### config.mk
export PLATFORM = sky130hd
export DESIGN_NAME = scratch_pad_stream_port
export DESIGN_NICKNAME = d
export VERILOG_FILES = /design/src/rtl/scratch_pad_stream_port_pkg.sv /design/src/rtl/scratch_pad_skid.sv /design/src/rtl/scratch_pad_stream_port.sv
export SDC_FILE = /design/constraint.sdc
export NUM_CORES = 1
export LEC_CHECK = 0
export ABC_AREA = 1
export CELL_PAD_IN_SITES_DETAIL_PLACEMENT = 1
export CELL_PAD_IN_SITES_GLOBAL_PLACEMENT = 1
export CORE_MARGIN = 1.5
export CORE_UTILIZATION = 35
export CTS_CLUSTER_SIZE = 24
export DETAILED_ROUTE_END_ITERATION = 6
export PLACE_DENSITY_LB_ADDON = 0.1
export SLEW_MARGIN = 10
export SYNTH_ARGS = -nofsm -noshare
export SYNTH_HDL_FRONTEND = slang
export SYNTH_HIERARCHICAL = 1
export SYNTH_SLANG_ARGS = --single-unit
### constraint.sdc
create_clock -name clk -period 4.25 [get_ports clk]
set_clock_uncertainty 0.2 [all_clocks]
set_input_delay 1.275 -clock clk [delete_from_list [all_inputs] [get_ports clk]]
set_output_delay 1.275 -clock clk [all_outputs]
set_load 0.05 [all_outputs]
### src/rtl/scratch_pad_stream_port_pkg.sv
// rtl/scratch_pad_stream_port_pkg.sv - shared state encoding and log2 helper for the stream port
package scratch_pad_stream_port_pkg;

   typedef enum logic [1:0] {
      ST_IDLE  = 2'd0,
      ST_ISSUE = 2'd1,
      ST_DRAIN = 2'd2,
      ST_DONE  = 2'd3
   } state_t;

   // Ceiling log2, usable in parameter expressions.
   function automatic int log2(input int value);
      int r;
      r = 0;
      for (int i = 0; i < 31; i++) begin
         if ((1 << i) < value) r = i + 1;
      end
      return r;
   endfunction

endpackage

### src/rtl/scratch_pad_skid.sv
// rtl/scratch_pad_skid.sv - two-entry return buffer between scratch pad and read stream
module scratch_pad_skid #(
   parameter int WIDTH = 64
) (
   input  logic             clk,
   input  logic             rst,
   input  logic [WIDTH-1:0] push_data,
   input  logic             push,
   input  logic             pop,
   output logic [WIDTH-1:0] head,
   output logic             not_empty,
   output logic             full
);

   logic [WIDTH-1:0] mem [2];
   logic             wr_ptr;
   logic             rd_ptr;
   logic [1:0]       occ;
   logic             push_ok;
   logic             pop_ok;

   assign full      = (occ == 2'd2);
   assign not_empty = (occ != 2'd0);
   assign head      = mem[rd_ptr];
   assign pop_ok    = pop && not_empty;
   // When full, a simultaneous pop frees the slot being overwritten.
   assign push_ok   = push && (!full || pop);

   always_ff @(posedge clk) begin
      if (rst) begin
         mem[0] <= '0;
         mem[1] <= '0;
         wr_ptr <= 1'b0;
         rd_ptr <= 1'b0;
         occ    <= 2'd0;
      end else begin
         if (push_ok) begin
            mem[wr_ptr] <= push_data;
            wr_ptr      <= ~wr_ptr;
         end
         if (pop_ok) rd_ptr <= ~rd_ptr;
         occ <= occ + {1'b0, push_ok} - {1'b0, pop_ok};
      end
   end

endmodule

### src/rtl/scratch_pad_stream_port.sv
// rtl/scratch_pad_stream_port.sv - strided read/write stream engine for one scratch-pad port
module scratch_pad_stream_port
   import scratch_pad_stream_port_pkg::*;
#(
   parameter int WIDTH           = 64,
   parameter int ADDR_WIDTH      = 12,
   parameter int COUNT_WIDTH     = 16,
   parameter int MAX_OUTSTANDING = 32,
   parameter int OUT_BITS        = log2(MAX_OUTSTANDING) + 1
) (
   input  logic                   clk,
   input  logic                   rst,
   input  logic                   start,
   input  logic                   op_write,
   input  logic [ADDR_WIDTH-1:0]  base,
   input  logic [ADDR_WIDTH-1:0]  stride,
   input  logic [COUNT_WIDTH-1:0] count,
   output logic                   busy,
   output logic                   done,
   input  logic [WIDTH-1:0]       wr_data,
   input  logic                   wr_valid,
   output logic                   wr_ready,
   output logic [WIDTH-1:0]       rd_data,
   output logic                   rd_valid,
   input  logic                   rd_ready,
   output logic                   sp_rd_en,
   output logic                   sp_wr_en,
   output logic [ADDR_WIDTH-1:0]  sp_addr,
   output logic [WIDTH-1:0]       sp_d,
   input  logic                   sp_full,
   input  logic [WIDTH-1:0]       sp_q,
   input  logic                   sp_valid,
   output logic                   sp_stall
);

   state_t                 state;
   state_t                 state_nxt;
   logic                   op_r;
   logic [ADDR_WIDTH-1:0]  addr_r;
   logic [ADDR_WIDTH-1:0]  stride_r;
   logic [COUNT_WIDTH-1:0] count_r;
   logic [COUNT_WIDTH-1:0] issued;
   logic [OUT_BITS-1:0]    outstanding;

   logic in_issue;
   logic rd_fire;
   logic wr_fire;
   logic fire;
   logic last_fire;
   logic ret_take;

   assign in_issue  = (state == ST_ISSUE);
   assign rd_fire   = in_issue && !op_r && !sp_full &&
                      (outstanding < OUT_BITS'(MAX_OUTSTANDING));
   assign wr_ready  = in_issue && op_r && !sp_full;
   assign wr_fire   = wr_ready && wr_valid;
   assign fire      = rd_fire || wr_fire;
   assign last_fire = fire && (issued == count_r - COUNT_WIDTH'(1));

   // Beats with nothing outstanding (e.g. in IDLE) are accepted and dropped.
   assign ret_take  = sp_valid && !sp_stall && (state != ST_IDLE) &&
                      (outstanding != '0);

   assign sp_rd_en  = rd_fire;
   assign sp_wr_en  = wr_fire;
   assign sp_addr   = addr_r;
   assign sp_d      = (in_issue && op_r) ? wr_data : '0;
   assign busy      = (state != ST_IDLE);
   assign done      = (state == ST_DONE);

   scratch_pad_skid #(.WIDTH(WIDTH)) u_skid (
      .clk       (clk),
      .rst       (rst),
      .push_data (sp_q),
      .push      (ret_take),
      .pop       (rd_ready),
      .head      (rd_data),
      .not_empty (rd_valid),
      .full      (sp_stall)
   );

   always_ff @(posedge clk) begin
      if (rst) begin
         state       <= ST_IDLE;
         op_r        <= 1'b0;
         addr_r      <= '0;
         stride_r    <= '0;
         count_r     <= '0;
         issued      <= '0;
         outstanding <= '0;
      end else begin
         state <= state_nxt;
         if (state == ST_IDLE && start) begin
            op_r     <= op_write;
            addr_r   <= base;
            stride_r <= stride;
            count_r  <= count;
            issued   <= '0;
         end else if (fire) begin
            addr_r <= addr_r + stride_r;
            issued <= issued + COUNT_WIDTH'(1);
         end
         case ({rd_fire, ret_take})
            2'b10:   outstanding <= outstanding + OUT_BITS'(1);
            2'b01:   outstanding <= outstanding - OUT_BITS'(1);
            default: outstanding <= outstanding;
         endcase
      end
   end

   always_comb begin
      state_nxt = state;
      case (state)
         ST_IDLE: begin
            if (start) state_nxt = (count == '0) ? ST_DONE : ST_ISSUE;
         end
         ST_ISSUE: begin
            if (last_fire) state_nxt = op_r ? ST_DONE : ST_DRAIN;
         end
         ST_DRAIN: begin
            if (outstanding == '0 && !rd_valid) state_nxt = ST_DONE;
         end
         ST_DONE: state_nxt = ST_IDLE;
         default: state_nxt = ST_IDLE;
      endcase
   end

endmodule
==> flow_metrics.tcl, run 1 <==
set metrics [dict create \
    ioPinCount 323 \
    dieArea_um2 30900 \
    grt_pass1_wl_mm 47.9 \
    cp.required_ns 2.77 \
    fin_crit_sh_pct 89.1 \
    p_sw_share_pct 43.2 \
    numCtsBuffers 17 \
    power.switching_mw 3.53 \
    detail_route.wl_per_cell_um 16.4 \
    overflow 0 \
    antenna_found_initial 2 \
    final-max-slew-violation-count 0 \
    grt_pass1_vias 8921 \
    fp.coreArea_um2 29500 \
    rrSetupSlack_ns 1.21 \
    rsz0062_at_grt "no" \
    synth_area_leaders "edfxtp_1, dfxtp_1, nor2_1" \
    yosysTopAreaCellShare_pct 36.8 \
    floorplan.initialDensity_pct 35.5 \
    drt-vias-per-instance 4.62 \
    drive_gt1_share_pct 19.4 \
    reg2reg_to "sp_addr[3]" \
    max-vdd-ir-drop_mv 0.326 \
    min_path_cells 2 \
    hold_end "count_r[1]" \
    hold_violations 0 \
    synth_top_cell_by_area "edfxtp_1" \
    vias 8634 \
    root_buffer "clkbuf_16" \
    die_w_um 176 \
    htree_levels 4 \
    cp_max_fo 32 \
    cts_setup_buffers 0 \
    crit_path_start_kind "flip-flop" \
    syn_avg_cell_area_um2 9.07 \
    drc 0 \
    fill_cells 3331 \
    drv_cap 0 \
    wirelength_mm 30.7 \
    post-route-min-period_ns 3.79 \
    place_congestion 0.837 \
    seqPwrFrac_pct 31.5 \
    r2r_start "state[1]" \
    setup_viol 0 \
    min_path_type "reg2reg" \
    netlist_area_um2 10500 \
    worst_pin_slew_ns 0.962 \
    clk_pin_slew_ns 0.08 \
    setup_tns_ns 0 \
    power_mw 8.17 \
    p_leak_nw 6.46 \
    p_clk_share_pct 20.2 \
    insertion_delay_ns 0.44 \
    hpwl_mm 22.7 \
    power.density_nw_per_um2 533 \
    max_freq_ghz 0.264 \
    combPwrFrac_pct 48.3 \
    synth.distinct_cells 43 \
    endpoint_kind "primary output" \
    synth_fp_nets 1354 \
    yosysSeqAreaShare_pct 50.2 \
    drt-pass1-iter-count 4 \
    ctsHoldBuffers 0 \
    slew-limit-headroom_pct 35.9 \
    grt_usage_pct 19.8 \
    critical_path_arrival_ns 2.31 \
    antenna_left 0 \
    portBuffers 322 \
    hp-start "count_r[1]" \
    p_int_mw 4.64 \
    area_growth_pct 46.7 \
    cts_tree "yes" \
    cts_buffer_depth 2 \
    worstRegToRegCells 11 \
    syn_inst 1152 \
    final_nets 1666 \
    fp.dieH_um 176 \
    ys_ff_latch 198 \
    cts-resized-gates 0 \
    grt_max_degree 66 \
    yosys_warnings 6 \
    outcome "finished clean" \
    first_iter_violations 330 \
    cts_sinks 198 \
    path_class "reg2out" \
    rows 63 \
]
-- state kept, by name, indices dropped and copies added (netlist names), named ones only --
signal,count
sp_addr,12
op_r,1
u_skid/rd_ptr,1
count_r,16
u_skid/mem,128
stride_r,12
issued,16
outstanding,6
state,2
u_skid/occ,2
u_skid/wr_ptr,1
-- kinds of logic (layout without fill, tap and decap cells) --
logic type	Yosys count	in the layout	share of synthesized area, %
AOI/OAI and AO/OA	132	132	6.73
muxes	64	64	6.89
xor gates and xnor gates	30	30	2.51
adders and majority gates	26	26	3.26
and+or+nand+nor	460	460	20.2
buffers and inverters	242	567	10.2
other	0	1	0
DFF	198	198	50.2
-- layout by cell type, fill, tap and decap left out, types with 3 or more instances in the layout --
cell type	Yosys	final
o211ai_1	3	3
nand2_1	108	106
nor2_2	85	85
inv_1	195	195
clkbuf_16	0	17
nor4_1	5	5
clkdlybuf4s50_1	0	255
clkinv_8	0	6
ha_1	24	24
nor2_1	207	207
buf_12	5	73
nor3_1	3	3
a21oi_1	54	54
xnor2_1	11	11
nand4_1	8	8
nand2_2	4	6
inv_6	0	4
nor2_4	4	4
dfxtp_1	70	69
a31oi_1	6	6
edfxtp_1	128	128
o21ai_0	59	59
nand3_1	24	24
xor2_1	19	19
mux2_2	64	64
buf_4	7	9
o21bai_1	4	4
-- cell type report --
type | instances | area (um2) | area share (%)
inverter | 198 | 746 | 4.86
clock inverter | 14 | 178 | 1.16
clock buffer | 18 | 429 | 2.80
multi-input combinational | 712 | 4160 | 27.1
sequential | 198 | 5250 | 34.2
timing repair buffer | 337 | 4080 | 26.6
antenna | 1 | 2.50 | 0.0163
tap | 390 | 488 | 3.18
-- critical path, stage by stage, from the launching register on --
cell and delay, ns:
dfxtp_1 0.36, inv_1 0.09, ha_1 0.22, nand2_2 0.42, buf_4 0.36, nor2_1 0.21
buf_12 0.18
-- cell usage after synthesis (all sizes together) --
cell type,count
a211oi,2
a21o,1
a21oi,54
a31oi,6
buf,23
clkbuf,21
dfxtp,70
edfxtp,128
fa,2
ha,24
inv,198
mux2,64
nand2,113
nand3,27
nand3b,1
nand4,9
nor2,296
nor3,5
nor3b,1
nor4,6
o2111ai,1
o211ai,3
o21a,1
o21ai,59
o21bai,4
o221ai,1
or2,2
xnor2,11
xor2,19
-- routing by layer --
metal  vias to the layer above  wire, um  track usage (%)
met5                         -         0                0
met4                         0       401             5.59
met3                        21      1320             3.68
met2                       181     15400             34.4
met1                      4136     13600             25.1
li1                       4296         -                -
-- power by group through the flow --
| stage | clock network [mW] | logic [mW] | registers (mW) |
|---|---|---|---|
| after global placement | 0 | 3.90 | 2.61 |
| after floorplan | 0 | 2.50 | 2.71 |
| after global routing | 1.76 | 4.26 | 2.62 |
| after CTS | 1.69 | 3.99 | 2.58 |
| after detailed placement | 0 | 3.96 | 2.62 |
| final | 1.65 | 3.94 | 2.58 |
-- through the flow --
step                instance area (um2)  setup slack, ns  hold WS, ns  util, %  std cells
global route                      15300            0.293        0.324     52.0       1867
finish                            15300            0.463        0.286     52.0       1868
global placement                  14700            0.432        0.268     49.9       1835
CTS                               15300            0.412        0.291     52.0       1867
detailed placement                14700            0.326        0.279     49.9       1835
floorplan                         10500            0.362        0.243        -       1152
-- worst max path at each step --
| stage | start | to | slack [ns] | depth (start not counted) |
|---|---|---|---|---|
| floorplan | sp_valid | u_skid/mem[0][0] | 0.36 | 6 |
| global placement | sp_full | outstanding[5] | 0.43 | 15 |
| detailed placement | sp_full | outstanding[5] | 0.33 | 15 |
| CTS | state[1] | sp_d[24] | 0.41 | 6 |
| global route | state[1] | sp_d[6] | 0.29 | 6 |
| finish | state[1] | sp_d[6] | 0.46 | 6 |
Power figures use the tool's default switching activity.
==> run 2, diff against run 1 <==
Settings changed: ABC_AREA 1 to unset, CORE_UTILIZATION 35 to 36, GPL_TIMING_DRIVEN set to 0.
==> flow_metrics.tcl, run 2 <==
set metrics [dict create \
    outcome "finished clean" \
    dieArea_um2 29100 \
    hold_violations 0 \
    cts_tree "yes" \
    wirelength_mm 30.7 \
    critical_path_arrival_ns 2.71 \
    fin_crit_sh_pct 98.4 \
    min_path_type "reg2reg" \
    vias 8146 \
    portBuffers 322 \
    synth-async-reset-ratio_pct 0 \
    drive_gt1_share_pct 11.2 \
    ctsHoldBuffers 0 \
    yosys_warnings 6 \
    rows 61 \
    clk_pin_slew_ns 0.07 \
    die_w_um 171 \
    setup_viol 0 \
    cp.required_ns 2.77 \
    drv_cap 0 \
    crit_path_start_kind "input pin" \
    endpoint_kind "primary output" \
    largest_registers "u_skid/mem (128), count_r (16), issued (16)" \
    worstRegToRegCells 12 \
    synth_edf_count 128 \
    worst_pin_slew_ns 0.709 \
    synth.distinct_cells 57 \
    path_cells "clkdlybuf4s50_1 -> nor2b_1 -> nand2_1 -> inv_1 -> dlygate4sd2_1" \
    place_ws_ns -0.368 \
    synth_fp_nets 1139 \
    ys_ff_latch 198 \
    cts_buffer_depth 2 \
    drc 0 \
    path_class "in2out" \
    yosysSeqAreaShare_pct 51.9 \
    max_freq_ghz 0.239 \
    synth_flop_cell "edfxtp_1" \
    numCtsBuffers 17 \
    syn_avg_cell_area_um2 10.8 \
    p_leak_nw 5.92 \
    dp_cells 1640 \
    floorplan.initialDensity_pct 36.5 \
    fp.dieH_um 171 \
    min_path_cells 2 \
    first_iter_violations 322 \
    synth_commonest_cells "and2_1, edfxtp_1, nand2_1" \
    power.density_nw_per_um2 479 \
    antenna_left 0 \
    final-max-slew-violation-count 0 \
    final_nets 1483 \
    drt-pass1-iter-count 5 \
    rsz0062_at_grt "no" \
    power_mw 6.88 \
    cts_sinks 198 \
    detail_route.wl_per_cell_um 18.3 \
    netlist_area_um2 10100 \
    final_cell_mix "clkdlybuf4s50_1, and2_1, edfxtp_1" \
    htree_levels 4 \
    postPlaceCellArea_um2 13900 \
    fin_area_um2 14400 \
    rrSetupSlack_ns 0.78 \
    place_congestion 0.829 \
    ioPinCount 323 \
    yosysMostFrequentCell "and2_1" \
    setup_tns_ns 0 \
    synth_area_leaders "edfxtp_1, dfxtp_1, and2_1" \
    cp_max_fo 3 \
    yosysTopAreaCellShare_pct 38.0 \
    insertion_delay_ns 0.43 \
    top_register "u_skid/mem" \
    area_growth_pct 42.3 \
    mostFrequentLayoutCell "clkdlybuf4s50_1" \
    grt_max_degree 54 \
    max_stage_delay_ns 0.54 \
    grt_pass1_wl_mm 46.3 \
    post-route-min-period_ns 4.18 \
    grt_usage_pct 20.9 \
    root_buffer "clkbuf_16" \
    fill_cells 3091 \
    largest_reg_flops 128 \
    synth_top_cell_by_area "edfxtp_1" \
    fp.coreArea_um2 27700 \
    overflow 0 \
    fin_ws_ns 0.0661 \
    slowest_stage "dlygate4sd2_1" \
    hpwl_mm 23.4 \
    max-vdd-ir-drop_mv 0.307 \
    slew-limit-headroom_pct 52.6 \
    grt_pass1_vias 8441 \
    syn_inst 937 \
    finalNonFillerCells 1674 \
    antenna_found_initial 4 \
    drt-vias-per-instance 4.87 \
]
## run 2: changes by cell type after synthesis, moves of 17 or more
cell and change:
and2_1 +132, and3_1 +67, inv_1 -178, nand2_1 -17, nor2_1 -155, nor2_2 -85
o21ai_0 -41
## run 2: worst max-delay path, delay by kind of cell
kind / cells / cell delay, ns
buffers and inverters: 3 / 1.11
and+or+nand+nor: 2 / 0.32
## run 2: where the power goes
group	switching [mW]	internal (mW)	total [mW]
Sequential	0.133	2.24	2.38
Combinational	1.81	1.08	2.89
Clock	0.822	0.797	1.62
## run 2: what timing repair did
item                       in CTS  in global routing
gates resized for setup        68                 18
buffers inserted                0                  0
setup endpoints to repair      68                 40
## run 2: cell type report
cell class | count | area [um2] | area share [%]
sequential | 198 | 5250 | 36.5
multi-input combinational | 663 | 4500 | 31.3
timing repair buffer | 325 | 3180 | 22.1
tap | 378 | 473 | 3.29
clock buffer | 17 | 425 | 2.96
buffer | 59 | 320 | 2.23
clock inverter | 14 | 170 | 1.18
inverter | 17 | 63.8 | 0.444
antenna | 3 | 7.51 | 0.0522
## run 2: kinds of logic after synthesis
family | Yosys count | synth area share [%]
AOI/OAI and AO/OA | 108 | 6.51
adders and majority gates | 26 | 3.37
xor gates and xnor gates | 48 | 4.16
DFF | 198 | 51.9
buffers and inverters | 76 | 3.79
and+or+nand+nor | 413 | 22.7
muxes | 68 | 7.54
## run 2: per-stage QoR
stage	hold slack [ns]	utilization, %
floorplan	0.240	-
global placement	0.246	49.8
detailed placement	0.255	50.1
CTS	0.265	52.0
global route	0.286	51.9
finish	0.263	51.9
## run 2: layer usage
layer / part of all wire, % / global-route usage (%) / up-vias / wire length (um)
met5: 0.042 / 0 / - / 13
met4: 1.0 / 4.77 / 2 / 314
met3: 5.5 / 4.16 / 19 / 1680
met2: 48 / 35.5 / 203 / 14800
met1: 45 / 27.4 / 3933 / 13900
li1: - / - / 3989 / -
## run 2: worst paths after layout
path | from | to
setup / recovery | sp_full | sp_rd_en
setup reg to reg | state[0] | outstanding[5]
hold reg to reg | stride_r[5] | stride_r[5]
hold / removal | stride_r[5] | stride_r[5]
